==> config.mk <==
export PLATFORM = sky130hd
export DESIGN_NAME = mem_address_sequencer
export DESIGN_NICKNAME = d
export VERILOG_FILES = /design/src/rtl/mas_pkg.sv /design/src/rtl/mas_beat_counter.sv /design/src/rtl/mem_address_sequencer.sv
export SDC_FILE = /design/constraint.sdc
export NUM_CORES = 1
export LEC_CHECK = 0
export ABC_AREA = 1
export BUFFER_PORTS_ARGS = -buffer_cell sky130_fd_sc_hd__buf_2
export CORE_MARGIN = 3
export CORE_UTILIZATION = 50
export CTS_CLUSTER_DIAMETER = 40
export DETAILED_ROUTE_END_ITERATION = 8
export PLACE_DENSITY = 0.79
export SYNTH_ARGS = -nofsm -noshare
export SYNTH_HDL_FRONTEND = slang
export SYNTH_HIERARCHICAL = 1
export SYNTH_SLANG_ARGS = --single-unit
==> constraint.sdc <==
create_clock -name mas_clk -period 2.4 [get_ports mas_clk]
set_input_delay 0.12 -clock mas_clk [delete_from_list [all_inputs] [get_ports mas_clk]]
set_output_delay 0.12 -clock mas_clk [all_outputs]
set_load 0.01 [all_outputs]
==> src/rtl/mas_pkg.sv <==
`default_nettype none
// ============================================================================
// Module   : mas_pkg
// Brief    : Shared types and helpers for the memory address sequencer.
// Revision : 1.0
// ============================================================================
package mas_pkg;

    typedef enum logic [0:0] {
        MAS_IDLE  = 1'b0,
        MAS_BURST = 1'b1
    } mas_state_t;

    // Width of the byte-offset field that must be zero for an aligned address.
    function automatic int mas_off_w(input int unsigned beat_bytes);
        return $clog2(beat_bytes);
    endfunction

    function automatic int unsigned mas_sat_len(input int unsigned len,
                                                input int unsigned max_beats);
        return (len > max_beats) ? max_beats : len;
    endfunction

endpackage
`default_nettype wire

==> src/rtl/mas_beat_counter.sv <==
`default_nettype none
// ============================================================================
// Module   : mas_beat_counter
// Brief    : Loadable down-counter of remaining burst beats with last flag.
// Revision : 1.0
// ============================================================================
module mas_beat_counter #(
    parameter int LEN_W = 4
) (
    input  logic             clk,
    input  logic             rst,
    input  logic             load,
    input  logic [LEN_W-1:0] load_val,
    input  logic             dec,
    output logic             last
);

    logic [LEN_W-1:0] r_count;

    always_ff @(posedge clk or posedge rst) begin
        if (rst) begin
            r_count <= '0;
        end else if (load) begin
            r_count <= load_val;
        end else if (dec && (r_count != '0)) begin
            r_count <= r_count - 1'b1;
        end
    end

    assign last = (r_count == LEN_W'(1));

endmodule
`default_nettype wire

==> src/rtl/mem_address_sequencer.sv <==
`default_nettype none
// ============================================================================
// Module   : mem_address_sequencer
// Brief    : Address register with write-through bypass and strided bursts.
// Revision : 1.0
// ============================================================================
module mem_address_sequencer
    import mas_pkg::*;
#(
    parameter int ADDR_W     = 32,
    parameter int BEAT_BYTES = 4,
    parameter int MAX_BEATS  = 8,
    parameter int LEN_W      = $clog2(MAX_BEATS) + 1,
    parameter bit BYPASS     = 1'b1
) (
    input  logic              mas_clk,
    input  logic              mas_rst,
    input  logic [ADDR_W-1:0] mas_in,
    input  logic              mas_wr_en,
    input  logic [LEN_W-1:0]  mas_len,
    input  logic              mas_start,
    input  logic              mas_beat_ack,
    input  logic              mas_abort,
    output logic [ADDR_W-1:0] mas_out,
    output logic              mas_valid,
    output logic              mas_busy,
    output logic              mas_done,
    output logic              mas_err,
    output logic              mas_misaligned
);

    localparam int OFF_W = mas_off_w(BEAT_BYTES);

    mas_state_t        r_state;
    logic [ADDR_W-1:0] r_addr;
    logic              r_done;
    logic              r_err;

    logic              w_idle;
    logic              w_bypass;
    logic [ADDR_W-1:0] w_eff;
    logic              w_mis;
    logic [LEN_W-1:0]  w_len_sat;
    logic              w_start_ok;
    logic              w_start_bad;
    logic              w_beat;
    logic              w_last;

    assign w_idle   = (r_state == MAS_IDLE);
    assign w_bypass = BYPASS && w_idle && mas_wr_en;
    assign w_eff    = w_bypass ? mas_in : r_addr;

    generate
        if (OFF_W > 0) begin : g_align
            assign w_mis = |w_eff[OFF_W-1:0];
        end else begin : g_no_align
            assign w_mis = 1'b0;
        end
    endgenerate

    assign w_len_sat   = LEN_W'(mas_sat_len(int'(mas_len), MAX_BEATS));
    assign w_start_bad = w_idle && mas_start && (w_mis || (mas_len == '0));
    assign w_start_ok  = w_idle && mas_start && !w_mis && (mas_len != '0);
    // An abort in the same cycle as an ack swallows that beat.
    assign w_beat      = !w_idle && mas_beat_ack && !mas_abort;

    mas_beat_counter #(
        .LEN_W (LEN_W)
    ) u_beat_counter (
        .clk      (mas_clk),
        .rst      (mas_rst),
        .load     (w_start_ok),
        .load_val (w_len_sat),
        .dec      (w_beat),
        .last     (w_last)
    );

    always_ff @(posedge mas_clk or posedge mas_rst) begin
        if (mas_rst) begin
            r_state <= MAS_IDLE;
            r_addr  <= '0;
            r_done  <= 1'b0;
            r_err   <= 1'b0;
        end else begin
            r_done <= 1'b0;
            r_err  <= 1'b0;
            case (r_state)
                MAS_IDLE: begin
                    if (mas_wr_en) r_addr <= mas_in;
                    if (w_start_bad) r_err <= 1'b1;
                    else if (w_start_ok) r_state <= MAS_BURST;
                end
                MAS_BURST: begin
                    if (mas_abort) begin
                        r_state <= MAS_IDLE;
                    end else if (mas_beat_ack) begin
                        r_addr <= r_addr + ADDR_W'(BEAT_BYTES);
                        if (w_last) begin
                            r_state <= MAS_IDLE;
                            r_done  <= 1'b1;
                        end
                    end
                end
                default: r_state <= MAS_IDLE;
            endcase
        end
    end

    assign mas_out        = w_eff;
    assign mas_valid      = (r_state == MAS_BURST);
    assign mas_busy       = (r_state == MAS_BURST);
    assign mas_done       = r_done;
    assign mas_err        = r_err;
    assign mas_misaligned = w_mis;

endmodule
`default_nettype wire

==> metrics.log <==
[metrics] run status: complete, no violations
[metrics] ANT nets after route: 0
[metrics] placement-stage worst setup slack: between 0.5 and 0.6 ns
[metrics] power density over the cells: between 1000 and 1500 mW/mm^2
[metrics] final period utilization: 88.4%
[metrics] number of primary I/O pins: approximately 80
[metrics] antenna violations before repair: 0
[metrics] Starting DRT DRC Count: 219
[metrics] leakage power of the design: about 2.1 nW
[metrics] commonest cells in the netlist: 190 x sky130_fd_sc_hd__nand2_1, 72 x sky130_fd_sc_hd__inv_1, 44 x sky130_fd_sc_hd__nand3_1, 44 x sky130_fd_sc_hd__nor2_1, 39 x sky130_fd_sc_hd__dfrtp_1
[metrics] number of distinct library cells after synthesis: 33
[metrics] number of nets in the synthesized netlist: between 500 and 600
[metrics] average cell area after synthesis: just over 6 um^2
[metrics] Crit. End Element: output pin
[metrics] max-slew headroom at the worst pin: a little under three fifths
[metrics] critical path peak fanout: 33
[metrics] clock buffer count from CTS: 5
[metrics] main area contributors after synthesis: sky130_fd_sc_hd__dfrtp_1 29%, sky130_fd_sc_hd__nand2_1 21%, sky130_fd_sc_hd__inv_1 8.1%, sky130_fd_sc_hd__nand3_1 6.6%, sky130_fd_sc_hd__o21ai_0 5.3%
[metrics] clock latency on the worst-skew pair: around 0.30 ns
[metrics] setup-violating endpoint count in the final report: 0
[metrics] drt pass-1 iters: 5
[metrics] Syn Inst Count: about 540
[metrics] clock transition at the registers of the reported paths: 0.08 ns
[metrics] placeable core area: 0.00639 mm^2
[metrics] antenna diode count: 0
[metrics] Worst Path Arrival: ~2.0 ns
[metrics] pin count of the biggest net entering global routing: 47
[metrics] number of cell rows: 29
[metrics] post-synth top area share: 29.4%
[metrics] Gates resized, CTS repair: 0
[metrics] HPWL after DPL: approximately 6000 um
[metrics] number of storage elements in the synthesis netlist: 39
[metrics] worst hold slack after final layout: 0.0604 ns
[metrics] leading cell type by number of instances after synthesis: sky130_fd_sc_hd__nand2_1
[metrics] number of clock sinks: 39
[metrics] via count of the first global-routing pass: 3267
[metrics] Final Instance Count excl. Fillers: just under 700
[metrics] Tightest Hold Check Type: in2reg
[metrics] warning count from the yosys run: 6
[metrics] biggest area consumer among synthesized cells: sky130_fd_sc_hd__dfrtp_1
[metrics] clock buffer depth: 2
[metrics] Detailed Route WL: between 8000 and 9000 um
[metrics] fraction of layout cells with a size suffix above 1: 20.8%
[metrics] per-cell via count in the routed design: just over 5
[metrics] IO Port Bufs: a little under 80
[metrics] chip width: ~87 um
[metrics] proportion of synthesized chip area in sequential cells: just under 30%
[metrics] clock tree skew after final layout: ~0.012 ns
[metrics] share of flip-flops with an asynchronous set or reset after synthesis: between 90% and 100%
[metrics] Synth Flop Type: sky130_fd_sc_hd__dfrtp_1
[metrics] Total Power: 4.28 mW
[metrics] global-route wire length before repair: around 14000 um
[metrics] cell at the root of the clock tree: sky130_fd_sc_hd__clkbuf_8
[metrics] total grt overflow: 0
[metrics] effective utilization at floorplan: between 50 and 60%
[metrics] wire per inst: between 10 and 15 um
[metrics] minimum clock period: 2.12 ns
[metrics] Post-synth EDFFs: 0
[metrics] Data required, critical path: approximately 2.3 ns
[metrics] placed instance count: ~680
[metrics] transition at the pin with the smallest max-transition slack: between 0.6 and 0.7 ns
[metrics] path type of the worst setup path: reg2out
[metrics] area of the mapped netlist: roughly 0.0033 mm^2
[metrics] total routing usage reported by global routing: 22.9%
[metrics] Max-cap violations: 0
[metrics] die outline area: around 0.0077 mm^2
[metrics] VDD IR max: approximately 0.71 mV
[metrics] TritonCTS clock tree: yes
[metrics] DRC violations left: 0
[metrics] Setup TNS Final: 0 ns
[metrics] Layout Nets: between 600 and 700
[metrics] area growth from synthesis to final layout: 15.3%
[metrics] minimum setup slack in the final design: roughly 0.28 ns
[metrics] number of hold violations in the final report: 0
[metrics] number of max-slew violations in the final report: 0
[metrics] die height: about 87 um
[metrics] routability-driven placement congestion ratio: 0.929
[metrics] via count: ~3500
[metrics] setup repair after global routing missed its margin: false
[metrics] maximum clock frequency: 0.471 GHz
[metrics] buffer count from post-CTS setup fixing: 0
[metrics] Post-CTS Hold Buffers: 2
[metrics] CTS HTree Levels: 2
[metrics] CP Launch Type: flip-flop
## registers in the layout, summed over array words and instances (netlist names)
name,count
r_addr,32
mas_err,1
u_beat_counter/r_count,4
mas_done,1
mas_busy,1
## report_power, final
group / internal [mW] / leakage (nW) / switching [mW]
combinational: 0.882 / 1.60 / 1.52
sequential: 0.965 / 0.463 / 0.407
clock: 0.262 / 0.0505 / 0.245
total: 2.11 / 2.11 / 2.17
## placed cells by master, fill, tap and decap left out, types with 7 or more instances in the layout
cell type	count
sky130_fd_sc_hd__nand2_1	190
sky130_fd_sc_hd__buf_2	78
sky130_fd_sc_hd__inv_1	72
sky130_fd_sc_hd__nand3_1	44
sky130_fd_sc_hd__nor2_1	44
sky130_fd_sc_hd__dfrtp_1	39
sky130_fd_sc_hd__o21ai_0	35
sky130_fd_sc_hd__a21oi_1	29
sky130_fd_sc_hd__nand2_2	9
sky130_fd_sc_hd__o21ai_1	9
sky130_fd_sc_hd__clkbuf_8	7
## critical path, cell delays in order (launching register included)
cell and delay, ns:
sky130_fd_sc_hd__dfrtp_1 0.39, sky130_fd_sc_hd__inv_4 0.10, sky130_fd_sc_hd__nand2_2 0.09, sky130_fd_sc_hd__buf_4 0.24, sky130_fd_sc_hd__buf_4 0.34, sky130_fd_sc_hd__mux2_2 0.37, sky130_fd_sc_hd__buf_2 0.14
## stage by stage
step	area [um^2]	utilization, %
3_5_place_dp	3700	58.0
6_report	3830	59.9
4_1_cts	3830	59.9
3_3_place_gp	3700	58.0
2_1_floorplan	3320	-
5_1_grt	3830	59.9
## routing by layer
layer / routed length (um) / GRT usage (%)
met1: 3460 / 27.2
met2: 4160 / 42.7
met3: 505 / 3.60
met4: 106 / 5.16
met5: 0 / 0
## path summary, 6_finish.rpt
kind	from	endpoint	slack [ns]	depth (start not counted)
setup / recovery	mas_busy	mas_out[2]	0.28	6
hold / removal	mas_start	mas_err	0.06	3
setup reg to reg	mas_busy	r_addr[11]	0.54	8
hold reg to reg	r_addr[0]	r_addr[0]	0.48	2
max in group asynchronous	mas_rst	r_addr[19]	1.60	4
min in group asynchronous	mas_rst	u_beat_counter/r_count[3]	0.26	3
## layout make-up
type,count,area (um^2)
Tap cell,77,96.3
Multi-Input combinational cell,402,1910
Inverter,75,284
Fill cell,619,2560
Clock buffer,7,96.3
Timing Repair Buffer,86,455
Clock inverter,1,7.51
Sequential cell,39,976
## logic make-up after synthesis
| group | after synthesis | share of synthesized area, % |
|---|---|---|
| DFF | 39 | 29.4 |
| AOI/OAI and AO/OA | 84 | 13.4 |
| xor gates and xnor gates | 1 | 0.264 |
| and+or+nand+nor | 310 | 41.4 |
| adders and majority gates | 3 | 1.13 |
| muxes | 4 | 1.36 |
| buffers and inverters | 98 | 13.0 |
No activity file was read; power rests on OpenSTA's default activity.
